==> src/rtl/bus_arbiter.sv <==
// bus_arbiter: shares the system bus between the fetch and data masters and decodes onto six slaves.
// Latency: one grant cycle, then the slave's own latency; unmapped accesses error in the second cycle.
// Backpressure: masters hold valid until ready; a slave that never answers is cut off after `timeout` busy cycles.
// Ports: imem_* fetch master, dmem_* data master, slv_* shared slave bus (slv_rdata packs slave i at [32i+31:32i]).
module bus_arbiter #(
  parameter logic [31:0] rom_base   = 32'h0,
  parameter logic [31:0] rom_top    = 32'h80,
  parameter logic [31:0] uart_base  = 32'h1000000,
  parameter logic [31:0] uart_top   = 32'h1000004,
  parameter logic [31:0] clint_base = 32'h2000000,
  parameter logic [31:0] clint_top  = 32'h200C000,
  parameter logic [31:0] clic_base  = 32'h3000000,
  parameter logic [31:0] clic_top   = 32'h3005000,
  parameter logic [31:0] tim_base   = 32'h10000000,
  parameter logic [31:0] tim_top    = 32'h10100000,
  parameter logic [31:0] ram_base   = 32'h80000000,
  parameter logic [31:0] ram_top    = 32'h90000000,
  parameter int unsigned timeout    = 1024
) (
  input  logic         clock,
  input  logic         reset,
  input  logic         imem_valid,
  input  logic [31:0]  imem_addr,
  output logic [31:0]  imem_rdata,
  output logic         imem_ready,
  output logic         imem_error,
  input  logic         dmem_valid,
  input  logic [31:0]  dmem_addr,
  input  logic [31:0]  dmem_wdata,
  input  logic [3:0]   dmem_wstrb,
  output logic [31:0]  dmem_rdata,
  output logic         dmem_ready,
  output logic         dmem_error,
  output logic [5:0]   slv_valid,
  output logic         slv_instr,
  output logic [31:0]  slv_addr,
  output logic [31:0]  slv_wdata,
  output logic [3:0]   slv_wstrb,
  input  logic [191:0] slv_rdata,
  input  logic [5:0]   slv_ready
);

  localparam logic [1:0] IDLE = 2'd0;
  localparam logic [1:0] BUSY = 2'd1;
  localparam logic [1:0] ERR  = 2'd2;

  localparam int CW = (timeout > 2) ? $clog2(timeout) : 1;
  localparam logic [CW-1:0] CNT_LAST = CW'(timeout - 1);

  localparam logic [31:0] BASE [6] = '{rom_base, uart_base, clint_base, clic_base, tim_base, ram_base};
  localparam logic [31:0] TOP  [6] = '{rom_top, uart_top, clint_top, clic_top, tim_top, ram_top};

  logic [1:0]    state;
  logic [2:0]    sel;
  logic [CW-1:0] cnt;
  logic          last_instr;

  logic          pick_instr;
  logic [31:0]   win_addr;
  logic          win_hit;
  logic [2:0]    win_sel;
  logic          sel_ready;
  logic [31:0]   sel_rdata;
  logic          done_ok;
  logic          done_to;
  logic          done_err;
  logic          done;
  logic          err_out;
  logic [31:0]   rdata_out;

  // On contention the master that did not win last time goes first.
  assign pick_instr = imem_valid & (~dmem_valid | ~last_instr);
  assign win_addr   = pick_instr ? imem_addr : dmem_addr;

  always_comb begin
    win_hit = 1'b0;
    win_sel = 3'd0;
    for (int i = 0; i < 6; i++) begin
      if (win_addr >= BASE[i] && win_addr < TOP[i]) begin
        win_hit = 1'b1;
        win_sel = 3'(i);
      end
    end
  end

  always_comb begin
    sel_ready = 1'b0;
    sel_rdata = '0;
    slv_valid = '0;
    for (int i = 0; i < 6; i++) begin
      if (sel == 3'(i)) begin
        sel_ready    = slv_ready[i];
        sel_rdata    = slv_rdata[32*i +: 32];
        slv_valid[i] = (state == BUSY);
      end
    end
  end

  // A slave answering in the timeout cycle wins over the forced error.
  assign done_ok  = (state == BUSY) & sel_ready;
  assign done_to  = (state == BUSY) & ~sel_ready & (cnt == CNT_LAST);
  assign done_err = (state == ERR);
  assign done     = done_ok | done_to | done_err;
  assign err_out  = done_to | done_err;
  assign rdata_out = done_ok ? sel_rdata : 32'd0;

  assign imem_ready = done & slv_instr;
  assign dmem_ready = done & ~slv_instr;
  assign imem_error = err_out & slv_instr;
  assign dmem_error = err_out & ~slv_instr;
  assign imem_rdata = slv_instr ? rdata_out : 32'd0;
  assign dmem_rdata = slv_instr ? 32'd0 : rdata_out;

  always_ff @(posedge clock or negedge reset) begin
    if (!reset) begin
      state      <= IDLE;
      sel        <= 3'd0;
      cnt        <= '0;
      last_instr <= 1'b1;
      slv_instr  <= 1'b0;
      slv_addr   <= 32'd0;
      slv_wdata  <= 32'd0;
      slv_wstrb  <= 4'd0;
    end else begin
      case (state)
        IDLE: begin
          if (imem_valid | dmem_valid) begin
            sel        <= win_sel;
            cnt        <= '0;
            last_instr <= pick_instr;
            slv_instr  <= pick_instr;
            slv_addr   <= win_addr;
            slv_wdata  <= pick_instr ? 32'd0 : dmem_wdata;
            slv_wstrb  <= pick_instr ? 4'd0 : dmem_wstrb;
            state      <= win_hit ? BUSY : ERR;
          end
        end
        BUSY: begin
          if (done_ok | done_to) begin
            state <= IDLE;
            cnt   <= '0;
          end else begin
            cnt <= cnt + 1'b1;
          end
        end
        ERR:     state <= IDLE;
        default: state <= IDLE;
      endcase
    end
  end

endmodule

==> config.mk <==
export PLATFORM = sky130hd
export DESIGN_NAME = bus_arbiter
export DESIGN_NICKNAME = d
export VERILOG_FILES = /design/src/rtl/bus_arbiter.sv
export SDC_FILE = /design/constraint.sdc
export NUM_CORES = 1
export LEC_CHECK = 0
export ABC_CLOCK_PERIOD_IN_PS = 4050
export BUFFER_PORTS_ARGS = -buffer_cell sky130_fd_sc_hd__buf_2
export CAP_MARGIN = 40
export CORE_AREA = 2 2 170 172
export CTS_CLUSTER_SIZE = 30
export DETAILED_ROUTE_END_ITERATION = 6
export DIE_AREA = 0 0 172 174
export GPL_TIMING_DRIVEN = 0
export SLEW_MARGIN = 20
export SYNTH_ARGS = -nofsm -noshare
export SYNTH_HDL_FRONTEND = slang
export SYNTH_SLANG_ARGS = --single-unit
==> constraint.sdc <==
create_clock -name clock -period 4.05 [get_ports clock]
set_clock_uncertainty 0.05 [all_clocks]
set_input_delay 0.2025 -clock clock [delete_from_list [all_inputs] [get_ports clock]]
set_output_delay 0.2025 -clock clock [all_outputs]
set_load 0.1 [all_outputs]
==> impl_results.md, run 1 <==
* Util after Layout at 30.94%
* RR Startpoint: sel[2]
* Status: completed
* Remaining global-route overflow at 0
* Die height at 174 microns
* CP required at 3.80 ns
* 1st-pass router iterations at 6
* Period utilisation layout at 92.65%
* Max cap viols at 0
* Clk_lat worst skew at 0.33 ns
* DRC at 0
* Net count, final at 1,423
* R2R setup slack at 1.56 ns
* Crit Path Class: register to output pin
* Clock tree root buffer cell: clkbuf_16
* Top FF cell, synth: dfrtp_1
* Synth Instances at 661
* Worst Hold Class: input pin to register
* Core ar. at 28,240 sq um
* CTS buffer count at 9
* First DRT Iteration DRCs at 450
* Port Buf Inserts at 444
* H-tree depth at 3
* Crit path launch type: register
* RSZ-0062 raised after global routing: no
* HPWL Detailed at 25,330 microns
* Worst R2R Path Depth at 8
* Worst EP arrival at 3.50 ns
* TritonCTS clock tree: yes
* Tightest Pin Transition at 0.8309 ns
* Drt wl/cell at 19.90 microns
* Worst path top cell family by delay: buffers and inverters
* Antenna-violating nets left at 0
* Seq/Total Area, Yosys at 37.84%
* CP Cell Sequence: clkbuf_1, nor2b_1, clkbuf_1, a22oi_1, or3_1, clkbuf_1, clkbuf_1, nor2_1, buf_2
* Global-route wire length before repair at 42,680 microns
* Crit path to: dmem_rdata[8]
* Placer congestion estimate at 0.8643
* Final setup viols at 0
* LEAKAGE at 0.004410 uW
* Layout cells sized above 1 at 45.82%
* CTS max path bufs at 2
* Yosys warning total at 0
* Vias per cell at 4.762
* Post-synth cell types at 47
* Fmax at 266.5 MHz
* WP buf/inv at 5
* Final Hold Vio Count at 0
* Post-synth EDFFs at 0
* Final slew viol count at 0
* RR Endpoint: cnt[9]
* Post-Synthesis Cell Area at 5624 sq um
* Initial antenna violation count at 16
* Syn-to-layout area delta at 55.33%
* WP depth at 9
* Fillers at 3,176
* Setup tns final at 0 ns
* Dpl cells at 1,491
* Maximum VDD drop at 0.5841 mV
* Crit-path max cell delay at 0.44 ns
* Largest net degree at the start of global routing at 59
* Syn_nets at 964
* PwrDens at 690.3 nW/um^2
* Full die area at 29,930 sq um
* Crit path time final at 3.752 ns
* Avg Inst Size Synth at 8.509 sq um
* Clock transition at path regs at 0.07 ns
* Rel. slew slack at 44.61%
* # clock sinks at 85
* Worst Setup End Kind: output pin
* Ports at 445
* Crit path launch: sel[2]
* Finished Layout Cells at 1,516
* Crit path max fanout at 10
* Number of global-route vias before repair at 7,202
* CP most frequent cell: clkbuf_1
* Synth Register Bits at 85
* Vias at 7,219
* Die width at 172 microns
* Row Count at 62
* Final Instance Area at 8736 sq um
* Area after DPL at 8378 sq um
* Post-synth ARST share at 100.0%
* Slowest stage cell on the critical path: buf_2
* DRT Wirelength at 30,170 microns
* GRT Overall Usage at 19.17%
* Initial Utilization at 19.92%
-- placed cells by master, fill, tap and decap left out, types with 4 or more instances in the layout --
master / synthesis / layout
buf_2: 3 / 446
nor2_1: 113 / 112
nand2_1: 107 / 107
dfrtp_1: 84 / 84
o21ai_0: 46 / 46
clkbuf_1: 45 / 45
a22o_1: 39 / 39
mux2_2: 33 / 33
a31oi_1: 31 / 31
mux2i_1: 29 / 29
a222oi_1: 26 / 26
nor4_1: 14 / 14
clkbuf_16: 0 / 9
diode_2: 0 / 8
a22oi_1: 8 / 8
nor3_1: 8 / 8
nor2b_1: 7 / 7
mux4_2: 7 / 7
buf_1: 6 / 6
o21ai_1: 6 / 6
buf_6: 2 / 5
nand4_1: 5 / 5
or3_1: 4 / 4
a21oi_1: 4 / 4
-- cells by family (layout without fill, tap and decap cells) --
family / Yosys count / after routing / synth area share, %
XOR/XNOR: 1 / 1 / 0.1558
AND/OR/NAND/NOR: 276 / 276 / 21.11
AO/OA/AOI/OAI: 172 / 172 / 21.96
buffers and inverters: 57 / 520 / 4.138
flip-flops: 85 / 85 / 37.84
adder cells (fa/ha/maj): 1 / 1 / 0.2224
other: 0 / 8 / 0
multiplexers: 69 / 69 / 14.57
-- sequential cells by signal (all words and copies together) (netlist names) --
register,cells
slv_instr,1
state,2
cnt,10
last_instr,1
slv_wstrb,4
slv_wdata,32
slv_addr,32
sel,3
-- report_power, final --
part	switching [uW]	internal [uW]
Sequential	168	1120
Clock	339	551
Combinational	3030	817
-- per-layer routing --
layer | up-vias | share of wire (%) | GRT usage [%]
met3 | 43 | 9.0 | 5.032
met1 | 3389 | 38 | 21.53
met4 | 12 | 2.3 | 5.602
li1 | 3371 | - | -
met2 | 404 | 51 | 35.16
met5 | - | 0.27 | 0
-- final cells by class --
| class | instances | area [sq um] | share of cell area (%) |
|---|---|---|---|
| tap | 384 | 480.5 | 5.500 |
| antenna | 8 | 20.02 | 0.2292 |
| timing repair buffer | 448 | 2288 | 26.20 |
| buffer | 56 | 229.0 | 2.621 |
| clock inverter | 5 | 75.07 | 0.8594 |
| clock buffer | 10 | 239.0 | 2.736 |
| inverter | 1 | 3.754 | 0.04297 |
| multi-input combinational | 519 | 3272 | 37.45 |
| sequential | 85 | 2128 | 24.36 |
-- cells in the mapped netlist (all sizes together), types with 2 or more instances --
| master | n | area [sq um] |
|---|---|---|
| a21boi | 2 | 15.02 |
| a21oi | 4 | 20.02 |
| a222oi | 26 | 260.3 |
| a22o | 39 | 341.6 |
| a22oi | 8 | 60.06 |
| a31oi | 32 | 206.5 |
| and3 | 3 | 18.77 |
| buf | 11 | 60.05 |
| clkbuf | 45 | 168.9 |
| dfrtp | 84 | 2102 |
| mux2 | 33 | 371.6 |
| mux2i | 29 | 290.3 |
| mux4 | 7 | 157.7 |
| nand2 | 107 | 401.6 |
| nand3 | 3 | 15.01 |
| nand4 | 5 | 31.28 |
| nand4b | 3 | 26.28 |
| nor2 | 113 | 424.2 |
| nor2b | 7 | 43.79 |
| nor3 | 9 | 50.05 |
| nor4 | 14 | 87.58 |
| o21a | 2 | 15.01 |
| o21ai | 52 | 260.3 |
| o31ai | 2 | 15.01 |
| or3 | 4 | 25.02 |
| or4b | 2 | 20.02 |
-- worst min-delay path by stage --
stage / from / end / slack (ns) / cells past startpoint
floorplan: reset / cnt[0] / -0.14 / 0
global placement: dmem_valid / last_instr / 0.37 / 2
detailed placement: reset / slv_wdata[5] / 0.04 / 1
CTS: dmem_wdata[19] / slv_wdata[19] / 0.01 / 2
global route: dmem_wdata[30] / slv_wdata[30] / 0.01 / 2
finish: dmem_wdata[23] / slv_wdata[23] / 0.03 / 2
-- per-stage QoR --
step           worst slack [ns]  power, uW  hold slack, ns
2_1_floorplan           -0.1384       4251         -0.1431
3_5_place_dp             0.4926       5166         0.04470
4_1_cts                  0.1263       6074        0.009962
5_1_grt                 0.06165       6305         0.01406
3_3_place_gp             0.4261       5132          0.3694
6_report                 0.2978       6031         0.02725
-- what timing repair did --
item / CTS / global route
setup endpoints to repair: 0 / 19
hold endpoints to repair: 27 / 0
gates resized for setup: 0 / 1
setup buffers: 0 / 0
hold buffers: 1 / 0
Power figures use the tool's default switching activity.
==> inputs of run 2 (changes only) <==
--- a/config.mk
+++ b/config.mk
@@ -5,13 +5,12 @@
 export SDC_FILE = /design/constraint.sdc
 export NUM_CORES = 1
 export LEC_CHECK = 0
-export ABC_CLOCK_PERIOD_IN_PS = 4050
+export ABC_CLOCK_PERIOD_IN_PS = 4120
 export BUFFER_PORTS_ARGS = -buffer_cell sky130_fd_sc_hd__buf_2
-export CAP_MARGIN = 40
-export CORE_AREA = 2 2 170 172
+export CORE_AREA = 2 2 173 175
 export CTS_CLUSTER_SIZE = 30
 export DETAILED_ROUTE_END_ITERATION = 6
-export DIE_AREA = 0 0 172 174
+export DIE_AREA = 0 0 175 177
 export GPL_TIMING_DRIVEN = 0
 export SLEW_MARGIN = 20
 export SYNTH_ARGS = -nofsm -noshare
==> constraint.sdc (replaced) <==
create_clock -name clock -period 4.12 [get_ports clock]
set_clock_uncertainty 0.05 [all_clocks]
set_input_delay 0.206 -clock clock [delete_from_list [all_inputs] [get_ports clock]]
set_output_delay 0.206 -clock clock [all_outputs]
set_load 0.1 [all_outputs]
==> impl_results.md, run 2 (synthesis results as in run 1) <==
* Number of global-route vias before repair at 7,090
* DRT Wirelength at 30,270 microns
* Pre-CTS WS at 0.3027 ns
* Vias at 7,209
* Clock power share at 15.0%
* Sw Share at 58.92%
* DRC at 0
* Die height at 177 microns
* Final slew viol count at 0
* Crit path launch type: register
* Period utilisation layout at 87.36%
* Crit path max fanout at 10
* Antenna-violating nets left at 0
* Syn-to-layout area delta at 55.13%
* CTS buffer count at 9
* H-tree depth at 3
* Worst Hold Class: input pin to register
* CTS max path bufs at 2
* Biggest regs: slv_addr x32, slv_wdata x32, cnt x10
* Status: completed
* Core ar. at 29,240 sq um
* Clock transition at path regs at 0.07 ns
* GRT Overall Usage at 18.79%
* Final setup viols at 0
* CP Cell Sequence: nor2b_1, clkbuf_1, a22oi_1, or3_1, clkbuf_1, clkbuf_1, nor2_1, buf_2
* WP buf/inv at 4
* Crit-path max cell delay at 0.59 ns
* Power share of the sequential group at 21.5%
* Worst EP arrival at 3.34 ns
* Fmax at 277.8 MHz
* Max cap viols at 0
* R2R setup slack at 1.63 ns
* First DRT Iteration DRCs at 474
* TritonCTS clock tree: yes
* Maximum VDD drop at 0.4740 mV
* Worst Setup End Kind: output pin
* Ports at 445
* Postcts setup bufs at 0
* NetSw at 3501 uW
* Most common cell after layout, fill and taps aside: buf_2
* Combinational share of power at 63.5%
* Final Hold Vio Count at 0
* Setup WS post-layout at 0.5207 ns
* Full die area at 30,980 sq um
* CP required at 3.86 ns
* HPWL Detailed at 25,600 microns
* Row Count at 63
* Rel. slew slack at 41.75%
* LEAKAGE at 0.004399 uW
* Tightest Pin Transition at 0.8738 ns
* # clock sinks at 85
* Layout cells sized above 1 at 46.03%
* Crit path time final at 3.599 ns
* Setup tns final at 0 ns
* Global-route wire length before repair at 43,750 microns
* Drt wl/cell at 19.97 microns
* Most frequent cells in the layout: 446 x buf_2, 112 x nor2_1, 107 x nand2_1, 84 x dfrtp_1, 46 x o21ai_0
* Initial Utilization at 19.23%
* Port Buf Inserts at 444
* CP most frequent cell: clkbuf_1
* Clock tree root buffer cell: clkbuf_16
* Die width at 175 microns
* Placer congestion estimate at 0.8867
* Crit Path Class: register to output pin
* Initial antenna violation count at 6
* Vias per cell at 4.755
* RSZ-0062 raised after global routing: no
* Slowest stage cell on the critical path: dfrtp_1
* 1st-pass router iterations at 7
* Largest net degree at the start of global routing at 55
* P_int at 2441 uW
* PwrDens at 681.0 nW/um^2
* Remaining global-route overflow at 0
* Worst path top cell family by delay: buffers and inverters
* Net count, final at 1,420
* Clk_lat worst skew at 0.34 ns
run 2: cell count changes in the layout (fill, tap and decap cells not counted), moves of 2 or more:
cell and change:
clkinv_2 -2, clkbuf_1 -2, buf_6 -3, diode_2 -3
run 2: worst reg2reg max path: cells and delay by family, from the launching register on:
kind,cells,cell delay [ns]
simple gates,2,0.93
compound gates,2,0.54
buf+inv,1,0.49
flops,1,0.41
run 2: layout make-up:
class / instances / area (sq um)
repair buffers: 446 / 2262
flip-flops and latches: 85 / 2128
clock inverters: 5 / 82.58
diodes: 5 / 12.51
well taps: 390 / 488.0
multi-input cells: 519 / 3278
inverters: 1 / 7.507
fillers: 3242 / 20520
clock buffers: 10 / 239.0
plain buffers: 55 / 226.5
run 2: layer usage:
metal	up-vias	share of wire [%]	GRT usage, %
li1	3356	-	-
met1	3476	37	21.13
met5	-	0.030	0
met4	2	2.1	5.729
met3	30	8.2	4.596
met2	345	52	34.91
run 2: power by group through the flow:
stage          combinational [uW]  sequential, uW  clock [uW]
3_3_place_gp                 3780            1280           0
2_1_floorplan                1060            3110           0
3_5_place_dp                 3810            1280           0
6_report                     3770            1280         891
5_1_grt                      3940            1310         955
4_1_cts                      3810            1270         921
run 2: path summary, 6_finish.rpt:
kind | start | endpoint | depth (start not counted)
max | sel[2] | dmem_rdata[28] | 8
min | dmem_wdata[12] | slv_wdata[12] | 2
max reg2reg | state[0] | slv_wdata[28] | 5
min reg2reg | slv_addr[24] | slv_addr[24] | 2
max in group asynchronous | reset | last_instr | 3
min in group asynchronous | reset | slv_wstrb[2] | 2
run 2: through the flow:
stage	cells	util [%]	cell area, sq um	power (uW)	hold slack [ns]
6_report	1516	29.83	8725	5942	0.03027
5_1_grt	1512	29.80	8715	6212	0.01920
4_1_cts	1512	29.77	8705	6000	0.01170
3_5_place_dp	1496	28.62	8371	5085	0.1327
3_3_place_gp	1495	28.52	8341	5060	0.3698
2_1_floorplan	661	-	5630	4179	-0.1396
run 2: what timing repair did:
item	4_1_cts	5_1_grt
pin swaps	0	0
setup endpoints to repair	2	1
cloned	0	0
hold buffers	1	0
gates resized for setup	1	3
endpoints found under the hold margin	31	0
